`src/rtl/score_scan_controller.sv`:
```
// Score / high-score keeper and 4-digit seven-segment scan sequencer.
// Ports:
//   clk, rst_n        : clock, async active-low reset
//   eat, game_reset   : one-cycle pulses from the game FSM
//   show_high         : 1 = show high score, 0 = show current score
//   hundreds/tens/ones: BCD digits of disp_value from score_display
//   disp_value        : binary value sent to score_display
//   score, high_score : score registers
//   new_high          : high score beaten during this game
//   an, seg, dp       : active-low anodes, segments {g..a}, decimal point
module score_scan_controller #(
    parameter int SCAN_DIV  = 100000,
    parameter int BLINK_DIV = 25000000
) (
    input  logic       clk,
    input  logic       rst_n,
    input  logic       eat,
    input  logic       game_reset,
    input  logic       show_high,
    input  logic [3:0] hundreds,
    input  logic [3:0] tens,
    input  logic [3:0] ones,
    output logic [7:0] disp_value,
    output logic [7:0] score,
    output logic [7:0] high_score,
    output logic       new_high,
    output logic [3:0] an,
    output logic [6:0] seg,
    output logic       dp
);

    localparam int SCAN_W  = (SCAN_DIV > 1) ? $clog2(SCAN_DIV) : 1;
    localparam int BLINK_W = (BLINK_DIV > 1) ? $clog2(BLINK_DIV) : 1;

    localparam logic [SCAN_W-1:0]  SCAN_MAX  = SCAN_W'(SCAN_DIV - 1);
    localparam logic [BLINK_W-1:0] BLINK_MAX = BLINK_W'(BLINK_DIV - 1);

    localparam logic [6:0] SEG_BLANK = 7'b1111111;
    localparam logic [6:0] SEG_H     = 7'b0001001;

    typedef enum logic [1:0] {
        DIG_ONES  = 2'd0,
        DIG_TENS  = 2'd1,
        DIG_HUNDS = 2'd2,
        DIG_MODE  = 2'd3
    } digit_e;

    logic [7:0]         score_q, score_d;
    logic [7:0]         high_q, high_d;
    logic               new_high_q, new_high_d;
    logic [SCAN_W-1:0]  scan_cnt_q, scan_cnt_d;
    digit_e             digit_q, digit_d;
    logic [BLINK_W-1:0] blink_cnt_q, blink_cnt_d;
    logic               blink_off_q, blink_off_d;
    logic [3:0]         an_q, an_d;
    logic [6:0]         seg_q, seg_d;

    logic               blink_active;
    logic               blink_dark;
    logic [3:0]         an_sel;
    logic [6:0]         seg_sel;

    function automatic logic [6:0] bcd_to_seg(input logic [3:0] d);
        logic [6:0] s;
        case (d)
            4'd0:    s = 7'b1000000;
            4'd1:    s = 7'b1111001;
            4'd2:    s = 7'b0100100;
            4'd3:    s = 7'b0110000;
            4'd4:    s = 7'b0011001;
            4'd5:    s = 7'b0010010;
            4'd6:    s = 7'b0000010;
            4'd7:    s = 7'b1111000;
            4'd8:    s = 7'b0000000;
            4'd9:    s = 7'b0010000;
            default: s = SEG_BLANK;
        endcase
        return s;
    endfunction

    // Score and high-score tracking
    always_comb begin
        score_d    = score_q;
        high_d     = high_q;
        new_high_d = new_high_q;

        if (game_reset) begin
            score_d = 8'd0;
        end else if (eat && (score_q != 8'hFF)) begin
            score_d = score_q + 8'd1;
        end

        // Compares registered values, so high_score trails score by a cycle
        if (score_q > high_q) begin
            high_d     = score_q;
            new_high_d = 1'b1;
        end

        if (game_reset) begin
            new_high_d = 1'b0;
        end
    end

    // Scan counter and digit index
    always_comb begin
        scan_cnt_d = scan_cnt_q + SCAN_W'(1);
        digit_d    = digit_q;
        if (scan_cnt_q == SCAN_MAX) begin
            scan_cnt_d = '0;
            unique case (digit_q)
                DIG_ONES:  digit_d = DIG_TENS;
                DIG_TENS:  digit_d = DIG_HUNDS;
                DIG_HUNDS: digit_d = DIG_MODE;
                DIG_MODE:  digit_d = DIG_ONES;
                default:   digit_d = DIG_ONES;
            endcase
        end
    end

    // Blink only while a fresh record is shown on the live score;
    // otherwise the timer is parked so re-entry starts in the on phase.
    assign blink_active = new_high_q & ~show_high;
    assign blink_dark   = blink_active & blink_off_q;

    always_comb begin
        blink_cnt_d = '0;
        blink_off_d = 1'b0;
        if (blink_active) begin
            if (blink_cnt_q == BLINK_MAX) begin
                blink_cnt_d = '0;
                blink_off_d = ~blink_off_q;
            end else begin
                blink_cnt_d = blink_cnt_q + BLINK_W'(1);
                blink_off_d = blink_off_q;
            end
        end
    end

    // Digit content with leading-zero blanking
    always_comb begin
        an_sel  = 4'b1111;
        seg_sel = SEG_BLANK;
        unique case (digit_q)
            DIG_ONES: begin
                an_sel  = 4'b1110;
                seg_sel = bcd_to_seg(ones);
            end
            DIG_TENS: begin
                an_sel  = 4'b1101;
                if ((hundreds != 4'd0) || (tens != 4'd0)) begin
                    seg_sel = bcd_to_seg(tens);
                end
            end
            DIG_HUNDS: begin
                an_sel  = 4'b1011;
                if (hundreds != 4'd0) begin
                    seg_sel = bcd_to_seg(hundreds);
                end
            end
            DIG_MODE: begin
                an_sel  = 4'b0111;
                if (show_high) begin
                    seg_sel = SEG_H;
                end
            end
            default: begin
                an_sel  = 4'b1111;
                seg_sel = SEG_BLANK;
            end
        endcase
    end

    // an and seg share one register stage so they always match
    always_comb begin
        an_d  = blink_dark ? 4'b1111 : an_sel;
        seg_d = seg_sel;
    end

    always_ff @(posedge clk or negedge rst_n) begin
        if (!rst_n) begin
            score_q     <= 8'd0;
            high_q      <= 8'd0;
            new_high_q  <= 1'b0;
            scan_cnt_q  <= '0;
            digit_q     <= DIG_ONES;
            blink_cnt_q <= '0;
            blink_off_q <= 1'b0;
            an_q        <= 4'b1111;
            seg_q       <= SEG_BLANK;
        end else begin
            score_q     <= score_d;
            high_q      <= high_d;
            new_high_q  <= new_high_d;
            scan_cnt_q  <= scan_cnt_d;
            digit_q     <= digit_d;
            blink_cnt_q <= blink_cnt_d;
            blink_off_q <= blink_off_d;
            an_q        <= an_d;
            seg_q       <= seg_d;
        end
    end

    assign disp_value = show_high ? high_q : score_q;
    assign score      = score_q;
    assign high_score = high_q;
    assign new_high   = new_high_q;
    assign an         = an_q;
    assign seg        = seg_q;
    assign dp         = 1'b1;

endmodule

```
`config.mk`:
```
export PLATFORM = sky130hd
export DESIGN_NAME = score_scan_controller
export DESIGN_NICKNAME = d
export VERILOG_FILES = /design/src/rtl/score_scan_controller.sv
export SDC_FILE = /design/constraint.sdc
export NUM_CORES = 1
export LEC_CHECK = 0
export CORE_ASPECT_RATIO = 1.2
export CORE_MARGIN = 4
export CORE_UTILIZATION = 56
export DETAILED_ROUTE_END_ITERATION = 10
export GPL_TIMING_DRIVEN = 0
export HOLD_SLACK_MARGIN = 0.12
export PLACE_DENSITY = 0.82
export SYNTH_ARGS = -nofsm -noshare
export SYNTH_HDL_FRONTEND = slang
export SYNTH_SLANG_ARGS = --single-unit
export TNS_END_PERCENT = 10
```
`constraint.sdc`:
```
create_clock -name clk -period 2.65 [get_ports clk]
set_input_delay 0.6625 -clock clk [delete_from_list [all_inputs] [get_ports clk]]
set_output_delay 0.6625 -clock clk [all_outputs]
set_load 0.03 [all_outputs]
```
==> results of run 1 <==
## cells in the mapped netlist (2+ instances only)
library cell | count | share of area (%)
nand2b_1 | 5 | 0.73
nor3_1 | 10 | 1.2
and4_1 | 2 | 0.41
clkbuf_1 | 7 | 0.61
nand4_1 | 14 | 2.0
o221ai_1 | 3 | 0.61
and2_1 | 2 | 0.29
nand3b_1 | 2 | 0.35
a211oi_1 | 2 | 0.35
nor4_1 | 2 | 0.29
buf_4 | 2 | 0.35
a21oi_1 | 12 | 1.4
ha_1 | 32 | 9.3
nor2_1 | 57 | 5.0
xor2_1 | 19 | 3.9
o21ai_2 | 2 | 0.41
inv_1 | 25 | 2.2
buf_6 | 3 | 0.79
and3_1 | 9 | 1.3
nand3_1 | 21 | 2.5
nor4_2 | 2 | 0.58
o21ai_0 | 14 | 1.6
dfrtp_1 | 62 | 36
mux2_2 | 17 | 4.5
dfstp_2 | 11 | 6.7
nor4b_1 | 2 | 0.41
a32oi_1 | 5 | 1.0
a21boi_0 | 2 | 0.35
nand2_1 | 26 | 2.3
mux2i_1 | 3 | 0.70
or3_1 | 2 | 0.29
xnor2_1 | 27 | 5.5
o211ai_1 | 4 | 0.70
o22ai_1 | 4 | 0.58
a21o_1 | 2 | 0.35
nor2b_1 | 7 | 1.0
## routing by layer
metal	up-vias	GRT usage (%)	part of all wire, %
li1	1628	-	-
met1	1615	26.5	44
met2	72	32.3	50
met3	10	5.32	4.8
met4	0	4.50	0.98
met5	-	0	0
## repair_timing
action,in CTS,in global routing
setup endpoints to repair,8,7
pin swaps,0,0
resized for setup,4,7
setup buffers,0,0
## sequential cells by signal, summed over array words and instances, names as in the netlist
| register | cells |
|---|---|
| blink_cnt_q | 25 |
| scan_cnt_q | 17 |
| seg | 7 |
| new_high | 1 |
| digit_q | 2 |
| high_score | 8 |
| score | 8 |
| an | 4 |
| blink_off_q | 1 |
## metrics by stage
step / setup WS, ps / TNS (ps) / instance area (µm²) / total power [mW]
floorplan: 395 / 0 / 4290 / 1.56
global placement: -1450 / -101850 / 4900 / 1.74
detailed placement: -616 / -4800 / 4900 / 1.75
CTS: 1.26 / 0 / 5130 / 2.79
global route: 158 / 0 / 5140 / 2.88
finish: 234 / 0 / 5140 / 2.77
## path summary, 6_finish.rpt
kind                                startpoint              end  cells past startpoint
worst max-delay path                 show_high    disp_value[7]                      3
worst min-delay path                     rst_n  blink_cnt_q[11]                      1
worst max register to register        score[5]    high_score[3]                      5
worst min register to register  blink_cnt_q[0]   blink_cnt_q[0]                      1
max in group asynchronous                rst_n    scan_cnt_q[8]                      1
min in group clk                blink_cnt_q[0]   blink_cnt_q[0]                      1
## report_power, final
part / switching [mW] / internal [mW] / total, mW
Clock: 0.413 / 0.628 / 1.04
Combinational: 0.306 / 0.232 / 0.537
Sequential: 0.0345 / 1.16 / 1.19
Total: 0.753 / 2.02 / 2.77
## kinds of logic after synthesis
group | share of synthesized area [%]
and+or+nand+nor | 19.8
DFF | 42.9
AOI/OAI and AO/OA | 9.23
xor gates and xnor gates | 9.40
buffers and inverters | 4.03
adders and majority gates | 9.34
muxes | 5.17
other | 0.0875
## area by class of cell
class                      count  share of cell area, %
buffer                        12                   1.46
clock buffer                  11                   2.55
clock inverter                 5                   2.02
inverter                      25                   1.82
multi-input combinational    324                   44.2
sequential                    73                   35.8
tap                           90                   2.19
timing repair buffer          50                   10.0
## worst reg2reg max path, stage by stage (launching register included)
cell and delay, ps:
dfrtp_1 490, ha_1 350, a211oi_1 220, nor2_1 110, o32ai_4 500, mux2_2 400
==> PnR_summary.wiki, run 1 <==
{| class="wikitable"
! Metric !! Value
|-
| # Max-Cap Violations || 0
|-
| Warning count from the yosys run || 0
|-
| Fraction of registers with async set/reset || 100%
|-
| Final setup fails || 0
|-
| Wire length per cell || 14.7 µm
|-
| Fillcell total || 544
|-
| GRT Overall Usage || 19.9%
|-
| Kind of launch point of the worst setup path || input pin
|-
| Relative slew slack || 40.5%
|-
| Measured slew at the worst slew-check pin || 893 ps
|-
| Worst endpoint required time || 1990 ps
|-
| Synthesized netlist net count || 484
|-
| Final Routed Wirelength || 8660 µm
|-
| Via count of the first global-routing pass || 3330
|-
| Unique masters post-synth || 50
|-
| TritonCTS clock tree || built
|-
| Worst-Skew Late Latency || 350 ps
|-
| Die outline area || 0.00912 mm²
|-
| Die Width || 87.9 µm
|-
| Slowest cell delay on critical path || 370 ps
|-
| DRC || 0
|-
| Non-Filler Instances || 590
|-
| Ratio of total power to cell area || 538 mW/mm²
|-
| Initial antenna violation count || 0
|-
| Standard-cell row count || 34
|-
| Combined area of the multi-input logic cells || 0.00227 mm²
|-
| Leakage power of the design || 2.31 nW
|-
| Flops & latches, synth || 73
|-
| Reg-to-reg setup timing slack || 470 ps
|-
| Remaining antenna violation count after routing || 0
|-
| Count of input and output buffers || 50
|-
| Fin. max-slew vios || 0
|-
| Crit path buffers/inverters || 2
|-
| Maximum fanout along the worst path || 12
|-
| Reg area || 0.00184 mm²
|-
| Final period demand of the worst path || 2420 ps
|-
| Cts hold-fix bufs || 0
|-
| Core Region || 0.00736 mm²
|-
| Total instance count after detailed placement || 575
|-
| DP Wirelength || 6390 µm
|-
| Maximum root-to-sink buffer count || 2
|-
| Maximum number of pins on one net before global-route repair || 74
|-
| Total clock sinks || 73
|-
| Number of top-level design ports || 54
|-
| Iteration count of the initial detailed-routing pass || 4
|-
| Post-Syn Area || 0.00429 mm²
|-
| Core occupancy in the finished layout || 69.9%
|-
| Effective utilization at floorplan || 58.2%
|-
| DIE HEIGHT || 104 µm
|-
| Crit Path Class || in -> out
|-
| Seq/Total Area, Yosys || 42.9%
|-
| Library cell contributing the largest single delay on the critical path || mux2_2
|-
| Number of nets in the final layout || 544
|-
| Hold WC Path Type || in -> async
|-
| Clock root cell || clkbuf_8
|-
| Unrepaired setup endpoints after global routing || false
|-
| Tcrit/Tclk final || 91.2%
|-
| H-tree level count || 3
|-
| Post-DR vias/cell || 5.64
|-
| Global-route wire length before repair || 15000 µm
|-
| Peak supply drop || 0.497 mV
|-
| Max Clk Rate || 414 MHz
|-
| Ratio of cells with drive above 1 in the final layout || 11.2%
|-
| Commonest cells after routing, fill and taps aside || dfrtp_1 (62), nor2_1 (57), clkdlybuf4s50_1 (40)
|-
| Most used flip-flop cell after synthesis || dfrtp_1
|-
| Per-instance average area after synthesis || 9.85 µm²
|-
| Arrival time at the worst endpoint || 1750 ps
|-
| Area overhead of the layout relative to synthesis || 20.1%
|-
| GPL Wtd Cong || 0.897
|-
| Post-route worst hold slack || 419 ps
|-
| Number of violations reported at the end of detailed-routing iteration 0 || 135
|-
| Cell class contributing the biggest share of worst-path delay || buffers and inverters
|-
| Clock slew at the register clock pins of the worst setup and hold paths || 80 ps
|-
| Antenna cells || 0
|-
| Number of CTS-inserted buffers || 9
|-
| Clock tree skew after final layout || 14.1 ps
|-
| Commonest non-fill, non-tap cell in the layout || dfrtp_1
|-
| EDFF count, synth || 0
|-
| Gate Count Post-Synth || 435
|-
| Number of failing hold endpoints at the final stage || 0
|-
| Outcome || complete, no violations
|-
| Cell Chain, Critical Path || clkdlybuf4s15_2 -> mux2_2 -> dlygate4sd2_1
|-
| Detailed-route via count || 3325
|-
| Total congestion overflow after global routing || 0
|-
| Crit path capture type || output port
|}
Power figures use the tool's default switching activity.
==> inputs of run 2 (changes only) <==
ABC_AREA = 0   (was not set)
==> results of run 2 <==
The final DEF is identical to that of run 1; final timing and power are the same.
